--- src/rtl/mem_checker_pkg.sv ---
// Shared definitions for the memory checker transaction stage: op encoding,
// FSM states and the 8-bit pattern LFSR.
package mem_checker_pkg;

    localparam logic [1:0] OP_WR    = 2'b00;
    localparam logic [1:0] OP_RD    = 2'b01;
    localparam logic [1:0] OP_WR_RD = 2'b10;

    typedef enum logic [2:0] {
        StIdle,
        StWr,
        StRd,
        StRdWait,
        StDone
    } state_e;

    function automatic logic [7:0] lfsr8_next(input logic [7:0] p);
        return {p[6:0], p[6] ^ p[1] ^ p[0]};
    endfunction

endpackage

--- src/rtl/ptrn_gen.sv ---
// 8-bit data pattern source: loads a seed, then either holds it or walks the LFSR
// one step per consumed beat.
module ptrn_gen
    import mem_checker_pkg::*;
(
    input  logic       clk_i,
    input  logic       rst_i,
    input  logic       load_i,
    input  logic [7:0] seed_i,
    input  logic       step_i,
    input  logic       rnd_i,
    output logic [7:0] pattern_o
);

    logic [7:0] pattern_q;

    always_ff @(posedge clk_i) begin
        if (rst_i) begin
            pattern_q <= '0;
        end else if (load_i) begin
            pattern_q <= seed_i;
        end else if (step_i && rnd_i) begin
            pattern_q <= lfsr8_next(pattern_q);
        end
    end

    assign pattern_o = pattern_q;

endmodule

--- src/rtl/mem_txn_master.sv ---
// Executes one write / read / write-then-read burst command on an Avalon-MM master
// and checks read data against the regenerated pattern.
module mem_txn_master
    import mem_checker_pkg::*;
#(
    parameter int unsigned ADDR_W    = 16,
    parameter int unsigned DATA_W    = 32,
    parameter int unsigned BURST_W   = 4,
    parameter int unsigned ERR_CNT_W = 16,
    parameter int unsigned TIMEOUT   = 1024
) (
    input  logic                 clk_i,
    input  logic                 rst_i,
    input  logic                 cmd_valid_i,
    output logic                 cmd_ready_o,
    input  logic [1:0]           cmd_op_i,
    input  logic [ADDR_W-1:0]    cmd_addr_i,
    input  logic [BURST_W-1:0]   cmd_burst_i,
    input  logic [7:0]           cmd_seed_i,
    input  logic                 cmd_rnd_i,
    output logic                 write_master,
    output logic                 read_master,
    output logic [ADDR_W-1:0]    address_master,
    output logic [DATA_W-1:0]    writedata_master,
    output logic [BURST_W-1:0]   burstcount_master,
    input  logic                 waitrequest_master,
    input  logic [DATA_W-1:0]    readdata_master,
    input  logic                 readdatavalid_master,
    output logic                 done_o,
    output logic [ERR_CNT_W-1:0] err_cnt_o,
    output logic                 first_err_valid_o,
    output logic [ADDR_W-1:0]    first_err_addr_o,
    output logic                 timeout_o,
    input  logic                 clr_stat_i
);

    localparam int unsigned TO_W   = $clog2(TIMEOUT + 1);
    localparam int unsigned NBYTES = DATA_W / 8;

    state_e             state_q;
    logic [1:0]         op_q;
    logic               rnd_q;
    logic [BURST_W-1:0] burst_q;
    logic [BURST_W-1:0] beats_q;
    logic [TO_W-1:0]    idle_q;

    logic [7:0]         wr_pat;
    logic [7:0]         exp_pat;
    logic               accept;
    logic               wr_beat;
    logic               rd_beat;
    logic               mismatch;
    logic               timeout_hit;
    logic               last_beat;
    logic [BURST_W-1:0] burst_eff;

    assign accept      = (state_q == StIdle) && cmd_valid_i;
    assign wr_beat     = (state_q == StWr) && !waitrequest_master;
    assign rd_beat     = (state_q == StRdWait) && readdatavalid_master;
    assign mismatch    = rd_beat && (readdata_master != {NBYTES{exp_pat}});
    assign timeout_hit = (state_q == StRdWait) && !readdatavalid_master &&
                         (idle_q == TO_W'(TIMEOUT - 1));
    assign last_beat   = (beats_q == BURST_W'(1));
    assign burst_eff   = (cmd_burst_i == '0) ? BURST_W'(1) : cmd_burst_i;

    assign writedata_master = {NBYTES{wr_pat}};

    ptrn_gen u_wr_gen (
        .clk_i     (clk_i),
        .rst_i     (rst_i),
        .load_i    (accept),
        .seed_i    (cmd_seed_i),
        .step_i    (wr_beat),
        .rnd_i     (rnd_q),
        .pattern_o (wr_pat)
    );

    // Loaded at accept and untouched during the write phase, so a WR_RD readback
    // starts again from the seed.
    ptrn_gen u_exp_gen (
        .clk_i     (clk_i),
        .rst_i     (rst_i),
        .load_i    (accept),
        .seed_i    (cmd_seed_i),
        .step_i    (rd_beat),
        .rnd_i     (rnd_q),
        .pattern_o (exp_pat)
    );

    always_ff @(posedge clk_i) begin
        if (rst_i) begin
            state_q           <= StIdle;
            op_q              <= '0;
            rnd_q             <= 1'b0;
            burst_q           <= '0;
            beats_q           <= '0;
            idle_q            <= '0;
            cmd_ready_o       <= 1'b1;
            write_master      <= 1'b0;
            read_master       <= 1'b0;
            address_master    <= '0;
            burstcount_master <= '0;
            done_o            <= 1'b0;
            err_cnt_o         <= '0;
            first_err_valid_o <= 1'b0;
            first_err_addr_o  <= '0;
            timeout_o         <= 1'b0;
        end else begin
            done_o <= 1'b0;
            unique case (state_q)
                StIdle: begin
                    if (cmd_valid_i) begin
                        op_q              <= cmd_op_i;
                        rnd_q             <= cmd_rnd_i;
                        burst_q           <= burst_eff;
                        beats_q           <= burst_eff;
                        address_master    <= cmd_addr_i;
                        burstcount_master <= burst_eff;
                        cmd_ready_o       <= 1'b0;
                        if (cmd_op_i == OP_WR || cmd_op_i == OP_WR_RD) begin
                            state_q      <= StWr;
                            write_master <= 1'b1;
                        end else begin
                            state_q     <= StRd;
                            read_master <= 1'b1;
                        end
                    end
                end
                StWr: begin
                    if (!waitrequest_master) begin
                        if (last_beat) begin
                            write_master <= 1'b0;
                            if (op_q == OP_WR_RD) begin
                                state_q     <= StRd;
                                read_master <= 1'b1;
                                beats_q     <= burst_q;
                            end else begin
                                state_q <= StDone;
                            end
                        end else begin
                            beats_q <= beats_q - BURST_W'(1);
                        end
                    end
                end
                StRd: begin
                    if (!waitrequest_master) begin
                        read_master <= 1'b0;
                        idle_q      <= '0;
                        state_q     <= StRdWait;
                    end
                end
                StRdWait: begin
                    if (readdatavalid_master) begin
                        idle_q <= '0;
                        if (last_beat) begin
                            state_q <= StDone;
                        end else begin
                            beats_q <= beats_q - BURST_W'(1);
                        end
                    end else if (timeout_hit) begin
                        state_q <= StDone;
                    end else begin
                        idle_q <= idle_q + TO_W'(1);
                    end
                end
                StDone: begin
                    done_o      <= 1'b1;
                    cmd_ready_o <= 1'b1;
                    state_q     <= StIdle;
                end
                default: state_q <= StIdle;
            endcase

            // A clear wins over a mismatch or timeout in the same cycle.
            if (clr_stat_i) begin
                err_cnt_o         <= '0;
                first_err_valid_o <= 1'b0;
                first_err_addr_o  <= '0;
                timeout_o         <= 1'b0;
            end else begin
                if (mismatch) begin
                    if (err_cnt_o != '1) begin
                        err_cnt_o <= err_cnt_o + ERR_CNT_W'(1);
                    end
                    if (!first_err_valid_o) begin
                        first_err_valid_o <= 1'b1;
                        first_err_addr_o  <= address_master;
                    end
                end
                if (timeout_hit) begin
                    timeout_o <= 1'b1;
                end
            end
        end
    end

endmodule
--- config.mk ---
export PLATFORM = sky130hd
export DESIGN_NAME = mem_txn_master
export DESIGN_NICKNAME = d
export VERILOG_FILES = /design/src/rtl/mem_checker_pkg.sv /design/src/rtl/ptrn_gen.sv /design/src/rtl/mem_txn_master.sv
export SDC_FILE = /design/constraint.sdc
export NUM_CORES = 1
export LEC_CHECK = 0
export ABC_AREA = 1
export BUFFER_PORTS_ARGS = -buffer_cell sky130_fd_sc_hd__buf_4
export CORE_ASPECT_RATIO = 1.1
export CORE_MARGIN = 4
export CORE_UTILIZATION = 52
export DETAILED_ROUTE_END_ITERATION = 10
export GPL_ROUTABILITY_DRIVEN = 1
export HOLD_SLACK_MARGIN = 0.1
export PLACE_DENSITY = 0.8
export SLEW_MARGIN = 15
export SYNTH_ARGS = -nofsm -noshare
export SYNTH_HDL_FRONTEND = slang
export SYNTH_SLANG_ARGS = --single-unit
--- constraint.sdc ---
create_clock -name clk_i -period 2.1 [get_ports clk_i]
set_clock_uncertainty 0.05 [all_clocks]
set_input_delay 0.315 -clock clk_i [delete_from_list [all_inputs] [get_ports clk_i]]
set_output_delay 0.315 -clock clk_i [all_outputs]
set_load 0.01 [all_outputs]
==> results of run 1 <==
-- how the worst min path moves through the flow --
| stage | startpoint | endpoint | slack, ns | depth (start not counted) |
|---|---|---|---|---|
| after floorplan | op_q[1]$_SDFFE_PP0P_ | op_q[1]$_SDFFE_PP0P_ | 0.38 | 2 |
| after global placement | cmd_ready_o$_SDFFE_PP1P_ | cmd_ready_o$_SDFFE_PP1P_ | 0.40 | 2 |
| after detailed placement | op_q[1]$_SDFFE_PP0P_ | op_q[1]$_SDFFE_PP0P_ | 0.40 | 2 |
| after CTS | cmd_addr_i[5] | address_master[5]$_SDFFE_PP0P_ | 0.10 | 3 |
| after global routing | cmd_addr_i[6] | address_master[6]$_SDFFE_PP0P_ | 0.11 | 3 |
| final | cmd_addr_i[11] | address_master[11]$_SDFFE_PP0P_ | 0.12 | 3 |
-- cells by family (layout without fill, tap and decap cells) --
| kind of cell | after synthesis | in the layout |
|---|---|---|
| simple gates | 343 | 343 |
| compound gates | 132 | 132 |
| buf+inv | 130 | 263 |
| flops | 95 | 95 |
| xor+xnor | 37 | 37 |
| fa+ha+maj | 4 | 4 |
-- final cells by class --
cell class	count	area [um2]	area share
inverters	71	267	0.0400
clock inverters	6	68.8	0.0103
multi-input cells	516	2790	0.420
clock buffers	10	128	0.0192
well taps	120	150	0.0225
flip-flops and latches	95	1910	0.286
repair buffers	176	1350	0.202
-- stage by stage --
step	setup WS, ns	hold WS [ns]	instances	power [W]	utilization
5_1_grt	0.0147	0.112	994	0.00697	0.670
2_1_floorplan	0.336	0.380	741	0.00451	-
4_1_cts	0.134	0.104	994	0.00652	0.669
3_3_place_gp	0.242	0.396	978	0.00520	0.649
6_report	0.193	0.119	994	0.00651	0.670
3_5_place_dp	0.154	0.400	978	0.00530	0.649
-- metal layers --
metal	vias to the layer above	GRT usage	routed length (um)
met5	-	0	0
met4	0	0.0770	298
met3	26	0.0513	911
met2	185	0.430	7310
met1	2457	0.285	6040
li1	2655	-	-
-- critical path: cells and delay by family (launching register included) --
kind | cells | cell delay (ns)
xor gates and xnor gates | 1 | 0.16
AOI/OAI and AO/OA | 1 | 0.14
DFF | 1 | 0.54
and+or+nand+nor | 7 | 0.96
-- placed cells by master (no fill, tap or decap), types with 12 or more instances in the layout --
master / synthesis / layout
a21oi_2: 21 / 21
nand2_2: 16 / 16
nand3_1: 19 / 19
o21ai_0: 46 / 46
inv_2: 15 / 15
a21oi_1: 32 / 32
a31oi_1: 17 / 17
xnor2_1: 27 / 27
nor3_1: 12 / 12
inv_1: 54 / 54
dfxtp_1: 95 / 91
buf_4: 28 / 174
nand2_1: 158 / 158
nand4_1: 38 / 38
nor2_1: 79 / 79
-- flip-flops by register name (all words and copies together), names as in the netlist, 4 cells and up --
signal / count
address_master: 16
err_cnt_o: 16
first_err_addr_o: 16
idle_q: 11
u_exp_gen.pattern_o: 8
u_wr_gen.pattern_o: 8
beats_q: 4
burst_q: 4
-- power by group through the flow --
stage	sequential, W	combinational, W	clock, W
finish	0.00259	0.00269	0.00122
global route	0.00265	0.00299	0.00133
CTS	0.00258	0.00269	0.00125
detailed placement	0.00262	0.00268	0
global placement	0.00259	0.00261	0
floorplan	0.00250	0.00202	0
==> summary by stage, run 1 <==
Placed design
The count of buffers added on input and output ports is 158. Routability-driven placement finished with a final weighted congestion of 0.919. The placed instances occupy a cell area of 0.00645 mm2.

The HPWL after detailed placement is 11000 um.

Clock network
For the worst-skew pair, the clock arrives at the later sink with an insertion delay of 0.36 ns. Once the clock tree was built, the resizer swapped 0 gates to a different size. CTS saw 95 sinks.

The clock passes through at most 2 buffers. CTS built an H-tree with a depth of 3. The number of hold buffers added after CTS was 0. After clock tree synthesis, the setup repair step added 0 buffers. TritonCTS built the clock tree. Clock-pin slew was measured on the worst setup and hold paths at 0.10 ns. The total CTS buffers is 9.

Clock tree synthesis selected as its root buffer the cell clkbuf_8.

Setup path
On the critical path, the stage with the largest delay is an instance of dfxtp_1. The critical path goes through xnor2_1 -> nand2_1 -> nor2_1 -> nand2_1 -> nor2_2 -> nand2_4 -> nand3_4 -> nand2_1 -> a21oi_1. The reg-to-reg critical path endpoint is first_err_addr_o[15]$_SDFFE_PP0P_. The startpoint of the worst register-to-register path is u_exp_gen.pattern_o[6]$_SDFFE_PP0P_. The worst setup path endpoint is first_err_addr_o[15]$_SDFFE_PP0P_. The startpoint of the most critical setup path is u_exp_gen.pattern_o[6]$_SDFFE_PP0P_.

The worst setup path is captured at a register. The worst setup path is launched from a register. The required time of the critical path is 2.35 ns. The critical path is of the reg2reg type. The worst setup slack for register-to-register paths is 0.19 ns. The critical-path maximum fanout is 20. At the worst endpoint, the arrival time is 2.15 ns. The largest single stage delay on the critical path is 0.54 ns. The most numerous cell type found on the critical path is nand2_1.

The number of cells on the worst reg-to-reg path is 9.

Synth
Ranked by total cell area, the synthesized netlist is headed by dfxtp_1 36%, nand2_1 11%, nor2_1 5.5%, nand4_1 4.4%, xnor2_1 4.4%. The flip-flop and latch count after synthesis is 95. In this run, distinct cell masters in the synthesized netlist total 40. Of the total synthesized cell area, the portion taken by AND, OR, NAND and NOR gates is 0.303.

The sequential cell area fraction in the yosys report is 0.355. In the synthesized netlist the async set-or-reset flop fraction comes to 0. The share of the synthesized area in compound gates (AO/OA/AOI/OAI) is 0.147. By count the netlist is led by 158 x nand2_1, 95 x dfxtp_1, 79 x nor2_1, 54 x inv_1, 46 x o21ai_0. The largest area contributor in the synthesized netlist is dfxtp_1. The post-synthesis cell count is 741. After synthesis the cells add up to 0.00535 mm2. The share of the synthesized area in the top cell type is 0.355. The most common cell in the synthesized netlist is nand2_1. The main combinational cell family by area after synthesis is simple AND/OR/NAND/NOR gates. The warning count from the yosys run is 0. Dividing the synthesized area by the synthesized cell count gives 7.22 um2. Counting every net in the synthesized netlist gives 814.

The share of cell area taken by muxes after synthesis is 0. Of the total synthesized cell area, the portion taken by full adders, half adders and majority gates is 0.00935. The most used flip-flop cell after synthesis is dfxtp_1.

The synthesized-area fraction occupied by xor and xnor cells is 0.0605. Yosys mapped a number of flops with a built-in enable equal to 0.

Die
The initialized floorplan defines 38 standard-cell rows. 159 I/O pins were placed. In this run the vertical extent of the chip is 114 um. After floorplanning, the core was sized to cover 0.00994 mm2. The floorplan die width is 105 um. For this configuration, the core starts out at a cell density of 0.539. The die outline area is 0.0120 mm2.

Timing
For this run, the top clock speed supported by timing is 0.525 GHz. Setup repair after global routing left no endpoint under its margin. The slew of the pin with the lowest slew margin is 0.486 ns. The final hold violation count is 0. The final-report setup violation count is 0.

The headroom to the max-slew limit is 0.676. The final critical-path share of the clock period is 0.908. The max-slew violation total from the final report is 0. The clock period minus final worst setup slack is 1.91 ns. Summed over all failing endpoints, the final setup total negative slack is 0 ns.

Power
The share of total power dissipated in the clock network is 0.188. The internal power contribution is 0.00388 W. The leakage power is 2.89 nW. The power density over the cells is 977 mW/mm2. The reported net switching power is 0.00263 W. The share of total power dissipated in combinational logic is 0.414. The share of total power dissipated in sequential elements is 0.398. IR analysis of the VDD net gives a maximum drop of 0.514 mV. The switching part of the total power is 0.404.

Global route
The first global-routing pass estimated 23900 um of wire. Across every metal layer, demand over resource in global routing totals 0.239. The overflow left after global routing is 0. The via count of the first global-routing pass is 5049. The number of antenna violations at the first check in global routing was 0.

The pin count of the biggest net entering global routing is 36.

Drt
The number of nets with antenna violations after routing is 0. The total length of routed wires is 14600 um. The number of search-and-repair iterations in the first detailed-routing pass is 4. Dividing the detail-routed wire length by the instance count gives 14.6 um.

Dividing the detail-routed via count by the number of cells gives 5.36. The initial DRC count is 327. The overall via count from detail_route is 5323. The post-detailed-route DRC marker count is 0.

Run
The number of maximum-capacitance constraint violations is 0.

Final layout
Of the cells placed in the final design, the portion with a size suffix greater than 1 is 0.307. The final net count is 942. The filler cells instantiated in the layout total 847. The number of antenna diodes in the final layout is 0.

The area growth from synthesis to layout is 24.4%. The final cell area excluding filler cells is 0.00666 mm2.

Worst hold path
The min-delay analysis places its worst path in the category in2reg.

Outcome
The flow ran to the end, and the final reports show no timing, DRC or antenna violations.
No activity file was read; power rests on OpenSTA's default activity.
==> inputs of run 2 (changes only) <==
--- a/config.mk
+++ b/config.mk
@@ -9,11 +9,11 @@
 export BUFFER_PORTS_ARGS = -buffer_cell sky130_fd_sc_hd__buf_4
 export CORE_ASPECT_RATIO = 1.1
 export CORE_MARGIN = 4
-export CORE_UTILIZATION = 52
+export CORE_UTILIZATION = 56
 export DETAILED_ROUTE_END_ITERATION = 10
 export GPL_ROUTABILITY_DRIVEN = 1
 export HOLD_SLACK_MARGIN = 0.1
-export PLACE_DENSITY = 0.8
+export PLACE_DENSITY = 0.86
 export SLEW_MARGIN = 15
 export SYNTH_ARGS = -nofsm -noshare
 export SYNTH_HDL_FRONTEND = slang
==> constraint.sdc (replaced) <==
create_clock -name clk_i -period 2.38 [get_ports clk_i]
set_clock_uncertainty 0.05 [all_clocks]
set_input_delay 0.357 -clock clk_i [delete_from_list [all_inputs] [get_ports clk_i]]
set_output_delay 0.357 -clock clk_i [all_outputs]
set_load 0.01 [all_outputs]
==> run 2 against run 1 <==
Net effect: clock-buffer cell count fell by 1; sequential power fell by 12%; register-to-register slack improved by 0.15 ns; combinational power fell by 13%; die area fell by 6.6%; cell count fell by 1.2%; sequential cell count did not move; routed wire length fell by 2.0%; clock power fell by 16%; cell area fell by 1.8%; total power fell by 13%; worst hold slack improved by 0.031 ns.
==> summary by stage, run 2 (synthesis results as in run 1) <==
Power
The leakage power was 2.82 nW (-2.7%). The relative contribution of sequential cells to total power is 0.402 (+0.004). The peak supply drop is 0.469 mV (-8.7%). The internal power contribution was 0.00332 W (-14%). The power density over the cells is 862 mW/mm2 (-12%). The switching part of the total power came to 0.412 (+0.00768).

The clock group share of total power was 0.182 (-0.006). The reported net switching power is 0.00232 W (-12%). The combinational fraction of design power came to 0.416 (+0.002).

Global route
The routing usage on met2 is 0.439 (+0.00888). The via count of the first global-routing pass is 5130 (+1.6%). The global-route usage over all layers is 0.251 (+0.0120).

The number of antenna violations at the first check in global routing is 0 (unchanged). The global-route wire length before repair was 23400 um (-1.9%). The global-route met1 utilization came to 0.300 (+0.0152).

The pin count of the biggest net entering global routing is 36 (unchanged). The met3 usage in global routing is 0.0537 (+0.00237). The layer flagged by global routing as most heavily used is met2. The overflow left after global routing is 0 (unchanged).

Timing
The maximum clock frequency is 0.492 GHz (-6.2%). The clock period minus final worst setup slack is 2.03 ns (+0.127 ns). The summed negative setup slack over all endpoints is 0 ns (unchanged). The slew of the pin with the lowest slew margin was 0.522 ns (+0.0353 ns). Setup repair after global routing left no endpoint under its margin.

The max-slew violation total from the final report is 0 (unchanged). The final hold violation count is 0 (unchanged). The final critical-path share of the clock period is 0.854 (-0.0536). The final-report setup violation count came to 0 (unchanged). The headroom to the max-slew limit came to 0.650 (-0.0257).

Drt
The post-detailed-route via-to-cell ratio is 5.46 (+1.9%). The overall via count from detail_route came to 5360 (+0.70%). The number of nets with antenna violations after routing is 0 (unchanged). The number of search-and-repair iterations in the first detailed-routing pass is 4 (unchanged). The post-detailed-route DRC marker count is 0 (unchanged). The initial DRC count is 345 (+5.5%). The total length of routed wires is 14300 um (-2.0%). The wire length per cell is 14.5 um (-0.85%).

Die
The starting utilization of the core area was 0.572 (+0.0337). The floorplan die width is 101 um (-3.4%). The core area was 0.00935 mm2 (-5.9%). The placement row count is 37 (-2.6%). The number of top-level design ports is 159 (unchanged). The die span in y is 111 um (-3.4%). The die outline area came to 0.0112 mm2 (-6.6%).

Clock network
The clock-pin slew on the worst setup and hold paths came to 0.11 ns (about the same). The number of buffers inserted for hold repair after clock tree synthesis is 0 (unchanged). The sink count of the clock tree came to 95 (unchanged).

The source-to-sink clock delay at the later pin of the worst-skew pair is 0.37 ns (about the same). The maximum number of buffers from clock root to sink is 2 (unchanged). The quantity of gates resized following cts was 0 (unchanged). The root cell of the clock tree is clkbuf_8.

The total CTS buffers is 9 (unchanged). The number of levels in the clock H-tree is 3 (unchanged). The CTS tree is built.

The post-CTS repair timing setup buffer count came to 0 (unchanged).

Setup path
The critical-path maximum fanout came to 17 (-15%). The required time of the critical path is 2.63 ns (+0.28 ns). The kind of end point of the critical path is a register. The worst setup path is of the reg2reg kind. The startpoint kind of the worst setup timing path is a register. The arrival time of the worst setup path is 2.28 ns (+0.13 ns).

Final layout
The largest registers in the layout are address_master: 16 flops, err_cnt_o: 16 flops, first_err_addr_o: 16 flops. The diode insertion count for antenna repair is 0 (unchanged). The share of final-layout standard cells stronger than drive strength 1 came to 0.296 (-0.0107). The library cells used most frequently in the layout, excluding fill and tap cells, are 167 x buf_4, 158 x nand2_1, 95 x dfxtp_1, 79 x nor2_1, 54 x inv_1. The final net count is 933 (-0.96%). The area growth from synthesis to layout is 22.2%. The post-route core utilization was 0.699 (+0.0290). The most common library cell in the layout ignoring fill and taps is buf_4.

Placed design
The number of I/O port buffers is 158 (unchanged). The routability-driven placement congestion ratio is 0.916 (-0.34%). The sum of net half-perimeters after detailed placement is 10800 um (-1.8%).

Worst hold path
The tightest min-delay check is of the in2reg type.

Run
The number of maximum-capacitance constraint violations is 0 (unchanged).

Outcome
The run finished with clean final reports.
## run 2: final timing paths
path                             start                             end  slack, ns  cells past startpoint
min reg2reg   cmd_ready_o$_SDFFE_PP1P_        cmd_ready_o$_SDFFE_PP1P_       0.42                      2
min                      cmd_addr_i[5]  address_master[5]$_SDFFE_PP0P_       0.15                      3
max          err_cnt_o[1]$_SDFFE_PP0P_       err_cnt_o[9]$_SDFFE_PP0P_       0.35                      7
max reg2reg  err_cnt_o[1]$_SDFFE_PP0P_       err_cnt_o[9]$_SDFFE_PP0P_       0.35                      7
## run 2: routing by layer
layer / routed length, um / part of all wire
met1: 5680 / 0.40
met2: 7310 / 0.51
met3: 951 / 0.067
met4: 317 / 0.022
met5: 0 / 0
## run 2: area by class of cell
cell class,count,area (um2)
inverter,71,267
multi-input combinational,516,2790
timing repair buffer,167,1250
clock inverter,7,61.3
fill,794,2810
clock buffer,9,124
sequential,95,1900
tap,117,146
## run 2: per-stage QoR
| step | power (W) | setup WS, ns | instances | hold WS [ns] | area (um2) |
|---|---|---|---|---|---|
| after floorplan | 0.00398 | 0.616 | 741 | 0.380 | 5350 |
| after global placement | 0.00457 | 0.434 | 966 | 0.391 | 6350 |
| after detailed placement | 0.00465 | 0.367 | 966 | 0.403 | 6350 |
| after CTS | 0.00567 | 0.328 | 982 | 0.137 | 6540 |
| after global routing | 0.00605 | 0.135 | 982 | 0.141 | 6540 |
| final | 0.00564 | 0.347 | 982 | 0.150 | 6540 |
## run 2: power by group through the flow
stage | Combinational [W] | Sequential, W | Clock, W
2_1_floorplan | 0.00178 | 0.00220 | 0
3_3_place_gp | 0.00229 | 0.00228 | 0
3_5_place_dp | 0.00235 | 0.00230 | 0
4_1_cts | 0.00236 | 0.00226 | 0.00105
5_1_grt | 0.00261 | 0.00232 | 0.00112
6_report | 0.00235 | 0.00227 | 0.00102
## run 2: critical path, cell delays in order, from the launching register on
cell	delay, ns
dfxtp_1	0.42
ha_1	0.28
nand2_2	0.10
nor3_4	0.28
nand4_4	0.29
nand3_4	0.30
nand2_1	0.11
a21oi_2	0.12
==> inputs of run 3 (changes only) <==
--- a/config.mk
+++ b/config.mk
@@ -5,15 +5,14 @@
 export SDC_FILE = /design/constraint.sdc
 export NUM_CORES = 1
 export LEC_CHECK = 0
-export ABC_AREA = 1
 export BUFFER_PORTS_ARGS = -buffer_cell sky130_fd_sc_hd__buf_4
 export CORE_ASPECT_RATIO = 1.1
 export CORE_MARGIN = 4
-export CORE_UTILIZATION = 56
+export CORE_UTILIZATION = 54
 export DETAILED_ROUTE_END_ITERATION = 10
 export GPL_ROUTABILITY_DRIVEN = 1
 export HOLD_SLACK_MARGIN = 0.1
-export PLACE_DENSITY = 0.86
+export PLACE_DENSITY = 0.85
 export SLEW_MARGIN = 15
 export SYNTH_ARGS = -nofsm -noshare
 export SYNTH_HDL_FRONTEND = slang
==> run 3 against run 2 <==
Net effect: worst setup slack worse by 0.20 ns; synthesized cell count shrank 23%; clock power about the same; worst hold slack gained 0.033 ns; register-to-register slack worse by 0.20 ns; cell area down 9.1%; cell count shrank 17%; sequential cell count unchanged; critical path type unchanged; largest power group is now sequential cells; highest routed layer unchanged.
==> summary by stage, run 3 <==
Synth
The warning count from the yosys run came to 0 (unchanged). The largest area contributor in the synthesized netlist is dfxtp_1. The share of the synthesized area in the top cell type is 0.414 (+0.0584). The number of enable flip-flop cells after synthesis is 0 (unchanged). Yosys attributes the largest share of cell area to dfxtp_1 41%, a21oi_1 7.6%, nand2_1 7.2%, buf_4 4.1%, nand3_1 3.8%. The sequential cell area fraction in the yosys report is 0.414 (+0.0584). The summed instance area of the synthesized netlist is 0.00460 mm2 (-14%). The share of the synthesized area in compound gates (AO/OA/AOI/OAI) is 0.183 (+0.0360). The most common cell in the netlist is dfxtp_1. The basic-gate share of the synthesized area counting and, or, nand and nor cells came to 0.263 (-0.0403). The share of flip-flops with an asynchronous set or reset after synthesis came to 0 (unchanged). In the synthesized netlist, the cells that appear most often are 95 x dfxtp_1, 88 x nand2_1, 70 x a21oi_1, 35 x nand3_1, 30 x nor2_1. The post-synthesis cell count is 568 (-23%). By area, the combinational part of the netlist is dominated by simple AND/OR/NAND/NOR gates. The synthesized-area fraction occupied by xor and xnor cells is 0.0210 (-0.0396). The flip-flop and latch count after synthesis is 95 (unchanged). Among all flip-flop cells after synthesis, the most frequent one is dfxtp_1.

The synthesized netlist net count is 641 (-21%). The share of cell area taken by muxes after synthesis is 0.0370 (+0.0370). The unique cell type count in the Yosys netlist is 56 (+40%). The synthesized area per cell is 8.09 um2 (+12%).

The adder and majority cell fraction of the synthesized area is 0.0109 (+0.00154).

Power
The power density over the cells is 715 mW/mm2 (-17%). The clock group share of total power is 0.236 (+0.054). The switching part of the total power is 0.351 (-0.0610).

The relative contribution of sequential cells to total power is 0.459 (+0.057). The combinational fraction of design power was 0.305 (-0.111). The leakage power is 2.43 nW (-14%). The peak supply drop is 0.464 mV (-1.2%). The internal power contribution is 0.00276 W (-17%). The sum of internal, switching and leakage power came to 0.00425 W (-25%).

The reported net switching power is 0.00149 W (-36%).

Setup path
The critical-path maximum fanout is 5 (-12). The delay of the slowest cell on the worst path is 0.57 ns (+0.15 ns). The arrival time of the worst setup path is 2.47 ns (+0.19 ns). Traced cell by cell, the critical path runs through ha_2 -> nand2_1 -> or4_1 -> o21ai_1 -> o211ai_1 -> or4_1 -> a21oi_1. The number of cells on the worst reg-to-reg path was 7 (unchanged).

The required time of the critical path is 2.62 ns (about the same). In this run the critical register-to-register path is launched from idle_q[0]$_SDFFE_PP0P_. The cell with the largest stage delay on the worst path is or4_1.

The critical path in this run is classified as reg2reg. The worst setup path is captured at a register. The number of buffer and inverter instances along the worst setup path was 0 (unchanged). The gate family responsible for the most delay along the worst path is simple AND/OR/NAND/NOR gates. The reg-to-reg critical path endpoint is state_q[0]$_SDFFE_PP0P_. The library cell appearing most often on the critical path is or4_1.

The startpoint kind of the worst setup timing path is a register. The worst setup slack for register-to-register paths is 0.15 ns (-0.20 ns).

Clock network
The number of levels in the clock H-tree was 3 (unchanged). The total CTS buffers came to 9 (unchanged). The clock-pin slew on the worst setup and hold paths is 0.10 ns (about the same). The tree is rooted in a clkbuf_8. The post-CTS repair timing setup buffer count came to 0 (unchanged). The source-to-sink clock delay at the later pin of the worst-skew pair came to 0.36 ns (about the same). The CTS tree is built. The sink count of the clock tree was 95 (unchanged). The maximum number of buffers from clock root to sink was 2 (unchanged).

Die
The number of top-level design ports is 159 (unchanged). The core area is 0.00832 mm2 (-11%). The placement row count is 35 (-5.4%). The floorplan die width is 96.0 um (-5.2%). The die outline area is 0.0101 mm2 (-10%). The die span in y is 105 um (-5.2%). The starting utilization of the core area was 0.552 (-0.0199).

Placed design
The worst-case setup slack after placement came to 0.0688 ns (-0.299 ns). The number of I/O port buffers was 158 (unchanged). The sum of net half-perimeters after detailed placement was 9380 um (-13%). The routability-driven placement congestion ratio is 0.957 (+4.4%). The number of placed instances with taps included is 796 (-18%).

Timing
The final critical-path share of the clock period came to 0.939 (+0.0844). The clock period minus final worst setup slack was 2.23 ns (+0.201 ns). Setup repair after global routing left no endpoint under its margin.

The max-slew violation total from the final report is 0 (unchanged). The maximum clock frequency came to 0.448 GHz (-9.0%). The worst path setup slack after routing is 0.146 ns (-0.201 ns).

The summed negative setup slack over all endpoints was 0 ns (unchanged). The final hold violation count was 0 (unchanged). The final-report setup violation count is 0 (unchanged).

The headroom to the max-slew limit is 0.439 (-0.211). The worst slack on hold paths is 0.183 ns (+0.0330 ns). The slew of the pin with the lowest slew margin is 0.837 ns (+0.315 ns).

Final layout
The post-route non-filler standard cell count is 812 (-17%). The largest registers in the layout are address_master: 16 flops, err_cnt_o: 16 flops, first_err_addr_o: 16 flops. Leaving out fill and tap cells, the most frequent cells in the layout are 169 x buf_4, 95 x dfxtp_1, 88 x nand2_1, 70 x a21oi_1, 35 x nand3_1. The final net count is 769 (-18%). The diode insertion count for antenna repair came to 0 (unchanged). The area growth from synthesis to layout is 29.4%. The share of final-layout standard cells stronger than drive strength 1 was 0.285 (-0.0106). Leaving out fill and tap cells, the most frequent cell in the layout is buf_4.

The count of fill cells added during filler insertion is 710 (-11%).

Worst hold path
The class of the tightest hold or removal check is in2reg. The worst min-delay path endpoint is address_master[6]$_SDFFE_PP0P_. The cell count of the worst hold path is 3 (unchanged). The start point of the worst min-delay path is cmd_addr_i[6].

Run
The number of maximum-capacitance constraint violations came to 0 (unchanged).

Drt
The post-detailed-route via-to-cell ratio was 5.67 (+3.9%). The total length of routed wires is 12400 um (-13%). The wire length per cell is 15.3 um (+5.2%). The initial DRC count is 232 (-33%). The overall via count from detail_route is 4605 (-14%).

The number of search-and-repair iterations in the first detailed-routing pass is 4 (unchanged). The post-detailed-route DRC marker count came to 0 (unchanged). The number of nets with antenna violations after routing is 0 (unchanged).

Outcome
The flow ran to the end, and the final reports show no timing, DRC or antenna violations.

Global route
The overflow left after global routing is 0 (unchanged). The via count of the first global-routing pass is 4120 (-20%). The number of antenna violations at the first check in global routing was 0 (unchanged). The global-route wire length before repair is 19700 um (-16%). The global-route usage over all layers is 0.240 (-0.0109). The pin count of the biggest net entering global routing is 52 (+44%).
-- run 3: cell type report --
class	count	area [um2]	share of cell area
Clock inverter	7	63.8	0.0107
Sequential cell	95	1900	0.320
Clock buffer	9	124	0.0208
Inverter	5	18.8	0.00316
Timing Repair Buffer	171	1310	0.220
Multi-Input combinational cell	414	2390	0.402
Tap cell	111	139	0.0234
-- run 3: worst max-delay path by stage --
| stage | startpoint | depth (start not counted) | endpoint |
|---|---|---|---|
| 2_1_floorplan | idle_q[0]$_SDFFE_PP0P_ | 7 | state_q[0]$_SDFFE_PP0P_ |
| 3_3_place_gp | readdata_master[4] | 8 | first_err_addr_o[11]$_SDFFE_PP0P_ |
| 3_5_place_dp | readdata_master[4] | 8 | first_err_addr_o[15]$_SDFFE_PP0P_ |
| 4_1_cts | idle_q[0]$_SDFFE_PP0P_ | 7 | state_q[0]$_SDFFE_PP0P_ |
| 5_1_grt | idle_q[0]$_SDFFE_PP0P_ | 7 | state_q[0]$_SDFFE_PP0P_ |
| 6_report | idle_q[0]$_SDFFE_PP0P_ | 7 | state_q[0]$_SDFFE_PP0P_ |
-- run 3: logic make-up (layout without fill, tap and decap cells) --
logic type	after synthesis	in the layout
xor gates and xnor gates	11	11
AOI/OAI and AO/OA	142	142
and+or+nand+nor	240	240
buffers and inverters	59	192
muxes	17	17
adders and majority gates	4	4
DFF	95	95
-- run 3: timing repair --
action                     in CTS  in global routing
hold buffers                    0                  0
gates resized for setup         0                  3
setup endpoints to repair       0                  4
hold endpoints to repair        0                  0
-- run 3: routing by layer --
metal	vias up	wire length, um	share of wire	global-route usage
li1	2277	-	-	-
met1	2162	5120	0.41	0.303
met2	151	6320	0.51	0.415
met3	15	778	0.063	0.0382
met4	0	183	0.015	0.0722
met5	-	0	0	0
-- run 3: power groups by stage --
stage	logic (W)	clock network [W]	registers [W]
after global placement	0.00124	0	0.00198
after detailed placement	0.00128	0	0.00198
final	0.00130	0.00100	0.00195
after CTS	0.00128	0.00102	0.00195
after global routing	0.00141	0.00109	0.00198
after floorplan	0.000805	0	0.00196
-- run 3: worst register-to-register path, cell delays in order, from the launching register on --
cell and delay, ns:
dfxtp_1 0.40, ha_2 0.23, nand2_1 0.05, or4_1 0.57, o21ai_1 0.16, o211ai_1 0.12
or4_1 0.47, a21oi_1 0.12
-- run 3: through the flow --
stage          area [um2]   util
2_1_floorplan        4600      -
3_3_place_gp         5750  0.691
3_5_place_dp         5750  0.691
4_1_cts              5940  0.714
5_1_grt              5950  0.715
6_report             5950  0.715
